### config.mk
export PLATFORM = sky130hd
export DESIGN_NAME = send_scheduler_flat
export DESIGN_NICKNAME = d
export VERILOG_FILES = /design/src/rtl/send_sched_pkg.sv /design/src/rtl/send_scheduler_if.sv /design/src/rtl/send_scheduler_rr_arbiter.sv /design/src/rtl/send_scheduler.sv /design/src/flat_wrapper.sv
export SDC_FILE = /design/constraint.sdc
export NUM_CORES = 1
export LEC_CHECK = 0
export BUFFER_PORTS_ARGS = -buffer_cell sky130_fd_sc_hd__buf_2
export CORE_ASPECT_RATIO = 1.4
export CORE_UTILIZATION = 45
export DETAILED_ROUTE_END_ITERATION = 8
export HOLD_SLACK_MARGIN = 0.12
export PLACE_DENSITY = 0.76
export SYNTH_ARGS = -nofsm -noshare
export SYNTH_HDL_FRONTEND = slang
export SYNTH_HIERARCHICAL = 1
export SYNTH_SLANG_ARGS = --single-unit
### constraint.sdc
create_clock -name clk_original -period 4.9 [get_ports clk_original]
set_clock_uncertainty 0.1 [all_clocks]
set_input_delay 0.735 -clock clk_original [delete_from_list [all_inputs] [get_ports clk_original]]
set_output_delay 0.735 -clock clk_original [all_outputs]
set_load 0.05 [all_outputs]
### src/rtl/send_sched_pkg.sv
// Shared types and helpers for the send_packet_1 round-robin scheduler.
package send_sched_pkg;

  localparam int DEF_ADDR_W = 25;
  localparam int MAX_REQ    = 8;

  typedef enum logic [2:0] {
    S_IDLE,
    S_GRANT,
    S_ISSUE,
    S_WAIT_SOP,
    S_WAIT_EOP,
    S_DONE,
    S_GAP
  } state_t;

  // First asserted request at or after ptr, searching cyclically over n entries.
  function automatic logic [2:0] rr_pick(input logic [MAX_REQ-1:0] req,
                                         input logic [2:0] ptr,
                                         input int n);
    logic [2:0] pick;
    logic [2:0] idx;
    logic       found;
    pick  = '0;
    found = 1'b0;
    for (int k = 0; k < MAX_REQ; k++) begin
      idx = 3'((int'(ptr) + k) % n);
      if (k < n && !found && req[idx]) begin
        pick  = idx;
        found = 1'b1;
      end
    end
    return pick;
  endfunction

endpackage

### src/rtl/send_scheduler_if.sv
// Requester, command and transmitter-monitor signals of the send scheduler.
interface send_scheduler_if #(
  parameter int N_REQ  = 4,
  parameter int ADDR_W = 25,
  parameter int ID_W   = 2
);
  logic                      enable;
  logic [N_REQ-1:0]          req;
  logic [N_REQ*ADDR_W-1:0]   req_addr;
  logic [N_REQ-1:0]          grant;
  logic                      done_valid;
  logic [ID_W-1:0]           done_id;
  logic                      done_timeout;
  logic                      busy;
  logic                      cmd_send;
  logic [ADDR_W-1:0]         start_ram_addr;
  logic                      mon_tx_sop;
  logic                      mon_tx_eop;
  logic                      mon_tx_wren;
  logic                      mon_tx_rdy;

  modport master (
    input  enable, req, req_addr, mon_tx_sop, mon_tx_eop, mon_tx_wren, mon_tx_rdy,
    output grant, done_valid, done_id, done_timeout, busy, cmd_send, start_ram_addr
  );

  modport slave (
    output enable, req, req_addr, mon_tx_sop, mon_tx_eop, mon_tx_wren, mon_tx_rdy,
    input  grant, done_valid, done_id, done_timeout, busy, cmd_send, start_ram_addr
  );
endinterface

### src/rtl/send_scheduler_rr_arbiter.sv
// Round-robin pick (combinational) with a registered pointer.
// Pointer moves to winner+1 on the cycle upd_i is high; no backpressure.
module rr_arbiter
  import send_sched_pkg::*;
#(
  parameter int N_REQ = 4,
  parameter int ID_W  = 2
) (
  input  logic             clk_i,
  input  logic             rst_ni,
  input  logic [N_REQ-1:0] req_i,
  input  logic             upd_i,
  output logic [ID_W-1:0]  pick_o
);
  logic [ID_W-1:0] ptr_q, ptr_d;
  logic [2:0]      pick_full;

  assign pick_full = rr_pick(MAX_REQ'(req_i), 3'(ptr_q), N_REQ);
  assign pick_o    = ID_W'(pick_full);

  always_comb begin
    ptr_d = ptr_q;
    if (upd_i) begin
      ptr_d = (pick_o == ID_W'(N_REQ - 1)) ? '0 : pick_o + ID_W'(1);
    end
  end

  always_ff @(posedge clk_i) begin
    if (!rst_ni) ptr_q <= '0;
    else         ptr_q <= ptr_d;
  end
endmodule

### src/rtl/send_scheduler.sv
// Shares one send_packet_1 among N_REQ requesters: grant, 1-cycle cmd_send, track sop..eop.
// Done pulses 1 cycle after the eop beat is accepted (or on timeout); min GAP_CYCLES+3 from done to next cmd.
module send_scheduler
  import send_sched_pkg::*;
#(
  parameter int N_REQ      = 4,
  parameter int ADDR_W     = DEF_ADDR_W,
  parameter int ID_W       = 2,
  parameter int GAP_CYCLES = 12,
  parameter int TO_W       = 16
) (
  input logic              clk_original,
  input logic              rst,
  send_scheduler_if.master bus
);
  localparam int              GAP_W    = 8;
  localparam logic [TO_W-1:0] TO_MAX   = '1;
  localparam logic [GAP_W-1:0] GAP_LAST = GAP_W'(GAP_CYCLES - 1);

  state_t             state_q, state_d;
  logic [ADDR_W-1:0]  addr_q, addr_d;
  logic [ID_W-1:0]    id_q, id_d;
  logic [TO_W-1:0]    to_q, to_d, to_inc;
  logic [GAP_W-1:0]   gap_q, gap_d;
  logic               tmo_q, tmo_d;

  logic [ID_W-1:0]    win;
  logic               upd_c;
  logic [N_REQ-1:0]   grant_c;
  logic               cmd_c;
  logic               done_c;
  logic               beat_acc;

  rr_arbiter #(.N_REQ(N_REQ), .ID_W(ID_W)) u_arb (
    .clk_i  (clk_original),
    .rst_ni (rst),
    .req_i  (bus.req),
    .upd_i  (upd_c),
    .pick_o (win)
  );

  assign beat_acc = bus.mon_tx_wren & bus.mon_tx_rdy;
  // Timeout counts from the ISSUE cycle, so DONE lands exactly when it reads all-ones.
  assign to_inc   = (to_q == TO_MAX) ? to_q : to_q + TO_W'(1);

  always_comb begin
    state_d = state_q;
    addr_d  = addr_q;
    id_d    = id_q;
    to_d    = to_q;
    gap_d   = gap_q;
    tmo_d   = tmo_q;
    grant_c = '0;
    cmd_c   = 1'b0;
    done_c  = 1'b0;
    upd_c   = 1'b0;
    unique case (state_q)
      S_IDLE: begin
        if (bus.enable && |bus.req) state_d = S_GRANT;
      end
      S_GRANT: begin
        if (bus.enable && |bus.req) begin
          grant_c = N_REQ'(1) << win;
          addr_d  = bus.req_addr[int'(win)*ADDR_W +: ADDR_W];
          id_d    = win;
          upd_c   = 1'b1;
          to_d    = '0;
          tmo_d   = 1'b0;
          state_d = S_ISSUE;
        end else begin
          state_d = S_IDLE;
        end
      end
      S_ISSUE: begin
        cmd_c   = 1'b1;
        to_d    = to_inc;
        state_d = S_WAIT_SOP;
      end
      S_WAIT_SOP: begin
        to_d = to_inc;
        if (beat_acc && bus.mon_tx_sop) begin
          state_d = bus.mon_tx_eop ? S_DONE : S_WAIT_EOP;
        end else if (to_inc == TO_MAX) begin
          tmo_d   = 1'b1;
          state_d = S_DONE;
        end
      end
      S_WAIT_EOP: begin
        to_d = to_inc;
        if (beat_acc && bus.mon_tx_eop) begin
          state_d = S_DONE;
        end else if (to_inc == TO_MAX) begin
          tmo_d   = 1'b1;
          state_d = S_DONE;
        end
      end
      S_DONE: begin
        done_c  = 1'b1;
        gap_d   = '0;
        state_d = S_GAP;
      end
      S_GAP: begin
        if (gap_q == GAP_LAST) begin
          gap_d   = '0;
          state_d = S_IDLE;
        end else begin
          gap_d = gap_q + GAP_W'(1);
        end
      end
      default: state_d = S_IDLE;
    endcase
  end

  always_ff @(posedge clk_original) begin
    if (!rst) begin
      state_q <= S_IDLE;
      addr_q  <= '0;
      id_q    <= '0;
      to_q    <= '0;
      gap_q   <= '0;
      tmo_q   <= 1'b0;
    end else begin
      state_q <= state_d;
      addr_q  <= addr_d;
      id_q    <= id_d;
      to_q    <= to_d;
      gap_q   <= gap_d;
      tmo_q   <= tmo_d;
    end
  end

  assign bus.grant          = grant_c;
  assign bus.cmd_send       = cmd_c;
  assign bus.start_ram_addr = addr_q;
  assign bus.done_valid     = done_c;
  assign bus.done_id        = done_c ? id_q : '0;
  assign bus.done_timeout   = done_c & tmo_q;
  assign bus.busy           = (state_q != S_IDLE);
endmodule

### src/flat_wrapper.sv
// flat-port wrapper written by rule: the top's interface ports become plain ports
module send_scheduler_flat import send_sched_pkg::*;
#(
  parameter int N_REQ      = 4,
  parameter int ADDR_W     = DEF_ADDR_W,
  parameter int ID_W       = 2,
  parameter int GAP_CYCLES = 12,
  parameter int TO_W       = 16
)
  (clk_original, rst, bus_enable, bus_req, bus_req_addr, bus_mon_tx_sop, bus_mon_tx_eop, bus_mon_tx_wren, bus_mon_tx_rdy, bus_grant, bus_done_valid, bus_done_id, bus_done_timeout, bus_busy, bus_cmd_send, bus_start_ram_addr);
  send_scheduler_if #(.N_REQ(N_REQ), .ADDR_W(ADDR_W), .ID_W(ID_W)) bus_i ();
  input logic clk_original;
  input logic rst;
  input wire logic [$bits(bus_i.enable)-1:0] bus_enable;
  input wire logic [$bits(bus_i.req)-1:0] bus_req;
  input wire logic [$bits(bus_i.req_addr)-1:0] bus_req_addr;
  input wire logic [$bits(bus_i.mon_tx_sop)-1:0] bus_mon_tx_sop;
  input wire logic [$bits(bus_i.mon_tx_eop)-1:0] bus_mon_tx_eop;
  input wire logic [$bits(bus_i.mon_tx_wren)-1:0] bus_mon_tx_wren;
  input wire logic [$bits(bus_i.mon_tx_rdy)-1:0] bus_mon_tx_rdy;
  output wire logic [$bits(bus_i.grant)-1:0] bus_grant;
  output wire logic [$bits(bus_i.done_valid)-1:0] bus_done_valid;
  output wire logic [$bits(bus_i.done_id)-1:0] bus_done_id;
  output wire logic [$bits(bus_i.done_timeout)-1:0] bus_done_timeout;
  output wire logic [$bits(bus_i.busy)-1:0] bus_busy;
  output wire logic [$bits(bus_i.cmd_send)-1:0] bus_cmd_send;
  output wire logic [$bits(bus_i.start_ram_addr)-1:0] bus_start_ram_addr;
  assign bus_i.enable = bus_enable;
  assign bus_i.req = bus_req;
  assign bus_i.req_addr = bus_req_addr;
  assign bus_i.mon_tx_sop = bus_mon_tx_sop;
  assign bus_i.mon_tx_eop = bus_mon_tx_eop;
  assign bus_i.mon_tx_wren = bus_mon_tx_wren;
  assign bus_i.mon_tx_rdy = bus_mon_tx_rdy;
  assign bus_grant = bus_i.grant;
  assign bus_done_valid = bus_i.done_valid;
  assign bus_done_id = bus_i.done_id;
  assign bus_done_timeout = bus_i.done_timeout;
  assign bus_busy = bus_i.busy;
  assign bus_cmd_send = bus_i.cmd_send;
  assign bus_start_ram_addr = bus_i.start_ram_addr;
  send_scheduler #(.N_REQ(N_REQ), .ADDR_W(ADDR_W), .ID_W(ID_W), .GAP_CYCLES(GAP_CYCLES), .TO_W(TO_W)) u_core (.clk_original(clk_original), .rst(rst), .bus(bus_i));
endmodule
Word level (Yosys, flattened, before mapping)
Index checks and enable logic that the tools add are counted.

storage, ports and cells
  register bits after elaboration = 57
  latch bits = 0
  RAM bits = 0
  memory bits (read-only) = 0
  bits of input ports = 111
  output and inout bits = 35
  logic and storage cells = 104
  memories kept = 0

operators by class
  $add $sub $neg = 6
  multiply operators = 1
  div/mod/pow operators = 0
  magnitude comparators = 4
  equal/unequal tests = 15
  shift operators = 2
  mux-type cells = 41
  bitwise operators = 5
  reductions and logical operators = 23

operator list
  kind                     count
  $shiftx A100 B32 Y25     1
  $eq A16 B16 Y1 const B   2
  $mux W16                 2
  $pmux W16 S2             1
  $pmux W3 S7              1
  $add A16 B1 Y16 const B  1
  $mux W1                  16
  $pmux W8 S2              1
  $mux W3                  5
  $mux W2                  7
  $lt A3 B4 Y1 const B     3
  $bmux W1 S3              3
  $eq A3 B3 Y1 const B     3
  $add A8 B1 Y8 const B    1
  $eq A8 B4 Y1 const B     1
  $mux W4                  2
  $mux W8                  1
  $mul A2 B5 Y7 const B    1
  $eq A3 B2 Y1 const B     2
  $logic_and A1 B1 Y1      6
  $ne A2 B1 Y1 const B     3
  $reduce_and A2 Y1        3
  $reduce_bool A3 Y1       2
  $reduce_or A2 Y1         3
  17 further kinds         26

Depth between registers and ports, before layout
  word-level depth = 16
  mapped depth = 8
  gate-level depth less buffers = 7

Cells and area by module
Netlist, hierarchy kept.

by module, submodules not included
  module          times used  cells an instance  area an instance (µm²)
  send_scheduler  1           394                3318.2
  rr_arbiter      1           18                 145.1

Worst setup path before layout
Ideal clock, no wire load.

  path kind = input to output
  start = input port bus_req[2]
  end = output port bus_grant[1]
  arrival = 2.907 ns
  setup slack = 1.158 ns
  stages = 5
  path through = mux2i_1 > nor2_1 > a311oi_2 > clkbuf_1 > nor3b_1

on the way
  word-level cells in the longest chain between the ends = 15

RTL lines
  what                           RTL line              RTL
  from (decl)                    flat_wrapper.sv:15    input wire logic [$bits(bus_i.req)-1:0] bus_req;
  $bmux W1 S2                    send_sched_pkg.sv:28  if (k < n && !found && req[idx]) begin
  $mux W1 (implied by the code)  send_sched_pkg.sv:28
  $mux W1                        send_sched_pkg.sv:28
  $logic_not A1 Y1               send_sched_pkg.sv:28
  $logic_and A1 B1 Y1            send_sched_pkg.sv:28
  $mux W1                        send_sched_pkg.sv:28
  $logic_not A1 Y1               send_sched_pkg.sv:28
  $logic_and A1 B1 Y1            send_sched_pkg.sv:28
  $mux W1                        send_sched_pkg.sv:28
  $logic_not A1 Y1               send_sched_pkg.sv:28
  $logic_and A1 B1 Y1            send_sched_pkg.sv:28
  $mux W2 *                      send_sched_pkg.sv:28
  via u_core.win[0]              send_scheduler.sv:27  logic [ID_W-1:0] win;
  $shl A1 B2 Y4 *                send_scheduler.sv:63  grant_c = N_REQ'(1) << win;
  $mux W4 *                      send_scheduler.sv:62  if (bus.enable && |bus.req) begin
  $mux W4 *                      send_scheduler.sv:57  unique case (state_q)
  to (decl)                      flat_wrapper.sv:21    output wire logic [$bits(bus_i.grant)-1:0] bus_grant;

The timed path passes the listed nets; every way through them passes the cells marked *. The select of a mux whose other input is x is not followed.

Worst setup path in the final report
  start = input port bus_req[0]
  end = output port bus_grant[0]

Same word-level chain as after synthesis.

==> flow_metrics.tcl <==
set metrics [dict create \
    status "completed" \
    synth_top_area_cell "dfxtp_1" \
    die_x_um 76.1 \
    fin_ws_ns 1.73 \
    r2r_slack_ns 1.92 \
    leakage_uw 0.00188 \
    relSlewSlack 0.456 \
    globalplace.congestion 1.00 \
    hold_buffers 0 \
    core_area_um2 7410 \
    post_cts_buffers 0 \
    synth_common_cells "nand2_1 (73), dfxtp_1 (57), a21oi_1 (52), nor2_1 (29)" \
    drt_wl_total_mm 10.1 \
    max_freq_mhz 315 \
    end_kind "output port" \
    cp.arrival_ns 2.34 \
    synth-edff-count 0 \
    drt_iter0_drc 434 \
    synth_cells 412 \
    dr_total_vias 3808 \
    min_path_type "flop to flop" \
    yosys_register_bits 57 \
    die_h_um 106 \
    drv_slew 0 \
    synth_fp_nets 525 \
    cts_sinks 57 \
    peakVddDrop_v 0.000126 \
    die_area_um2 8060 \
    cts_tree "yes" \
    place_ws_ns 1.75 \
    ctsResizeCount 0 \
    async_flop_share 0 \
    area_delta_synth_final_pct 29.1 \
    cts_buffer_depth 2 \
    r2r-end "u_core/tmo_q" \
    ys_seq_area_frac 0.329 \
    initial_core_util 0.468 \
    critPathLaunch "bus_req[0]" \
    clkSlewWorstSetupHoldPaths_ns 0.07 \
    num_antenna_cells 0 \
    ys_top_cells_by_area "dfxtp_1 (33%), mux4_2 (16%), nand2_1 (7.9%)" \
    dp_hpwl_mm 7.71 \
    cellPowerDensity_nw_per_um2 269 \
    grt_pass1_wl_mm 17.0 \
    yosysWarnings 6 \
    via_per_inst 5.89 \
    synth_most_common_cell "nand2_1" \
    finalSetupViolCount 0 \
    period_share 0.647 \
    final_antenna_net_count 0 \
    critPathKind "input port to output port" \
    routedWlPerCell_um 15.7 \
    avgSynthCellArea_um2 8.41 \
    port_buffers 145 \
    synth_top_flop_cell "dfxtp_1" \
    crit_required_ns 4.07 \
    gr-total-overflow 0 \
    dr.pass1.iters 5 \
    cts_made_buffers 9 \
    drive_above_1_share 0.364 \
    fin_nets 657 \
    grt_max_degree 34 \
    first_global_vias 3741 \
    cts_max_level 3 \
    synth_top_area_frac 0.329 \
    rr_worst_depth 6 \
    synth_area_um2 3460 \
    clk_latency_ns 0.34 \
    drv_cap 0 \
    rsz0062_at_grt "no" \
    grtUsageTotal 0.263 \
    worst_pin_slew_ns 0.808 \
    antenna_found_initial 0 \
    period_needed_ns 3.17 \
    finalHoldViolations 0 \
    cp_max_fo 18 \
    rows 37 \
    crit_end "bus_grant[0]" \
    tns_ns 0 \
    reg2reg_from "u_core/to_q[0]" \
    drc_errors 0 \
    n_fill_cell 684 \
    synth_cell_types 55 \
    pin_count 146 \
    startpoint_type "input port" \
    cts-root-buf "clkbuf_8" \
]
## flip-flops by register name (all words and copies together), names as in the netlist
name and flops:
u_core/bus.start_ram_addr 25, u_core/to_q 16, u_core/gap_q 8, u_core/state_q 3, u_core/id_q 2, u_core/u_arb/ptr_q 2
u_core/tmo_q 1
## power breakdown
group | internal (µW) | switching [µW] | leakage [µW]
registers | 474 | 9.00 | 0.000460
logic | 108 | 126 | 0.00131
clock network | 299 | 186 | 0.000113
total | 882 | 320 | 0.00188
## how the worst min path moves through the flow
stage / from / endpoint / slack, ns / depth (start not counted)
2_1_floorplan: u_core/id_q[1] / u_core/id_q[1] / 0.33 / 2
3_3_place_gp: u_core/bus.start_ram_addr[22] / u_core/bus.start_ram_addr[22] / 0.34 / 2
3_5_place_dp: u_core/id_q[0] / u_core/id_q[0] / 0.35 / 2
4_1_cts: u_core/bus.start_ram_addr[1] / u_core/bus.start_ram_addr[1] / 0.36 / 2
5_1_grt: u_core/id_q[0] / u_core/id_q[0] / 0.37 / 2
6_report: u_core/bus.start_ram_addr[3] / u_core/bus.start_ram_addr[3] / 0.35 / 2
## cell type report
type	instances	area, µm²	share of cell area
tap	97	121	0.0271
inverter	8	30.0	0.00672
multi-input combinational	316	2180	0.488
clock buffer	11	141	0.0316
clock inverter	5	78.8	0.0176
sequential	57	1140	0.255
timing repair buffer	152	778	0.174
## through the flow
stage          cells  cell area, µm²  total power (µW)   util  hold WS [ns]
5_1_grt          646            4470              1250  0.604         0.373
6_report         646            4470              1200  0.604         0.354
4_1_cts          646            4470              1210  0.604         0.355
3_3_place_gp     630            4250               721  0.574         0.340
2_1_floorplan    412            3460               645      -         0.332
3_5_place_dp     630            4250               727  0.574         0.349
## cells in the final DEF, fill, tap and decap left out, types with 8 or more instances in the layout
master    netlist  layout
nand3_1        16      16
clkbuf_8        0      10
and3_1         10      10
dfxtp_1        57      57
o21ai_0        15      15
nor2_1         29      29
a21oi_1        52      52
mux4_2         25      25
buf_2           3     145
o21ai_1         8       8
nand2_1        73      73
## per-layer routing
| metal | up-vias | wire [µm] | track usage |
|---|---|---|---|
| met5 | - | 0 | 0 |
| li1 | 1801 | - | - |
| met2 | 199 | 5110 | 0.457 |
| met4 | 0 | 357 | 0.139 |
| met3 | 38 | 780 | 0.0571 |
| met1 | 1770 | 3890 | 0.301 |
## logic make-up (layout without fill, tap and decap cells)
logic type,Yosys count,after routing,synth area share
AOI/OAI and AO/OA,113,113,0.203
buffers and inverters,39,176,0.0444
adders and majority gates,2,2,0.00722
and+or+nand+nor,172,172,0.242
DFF,57,57,0.329
muxes,27,27,0.168
xor gates and xnor gates,2,2,0.00506
## worst max-delay path, cell delays in order
cell      delay (ns)
buf_2           0.14
a21oi_1         0.07
o21ai_0         0.14
o2bb2a_1        0.41
buf_4           0.30
nor3_1          0.22
buf_2           0.30
Note: power is estimated with default switching activity, not from simulation.
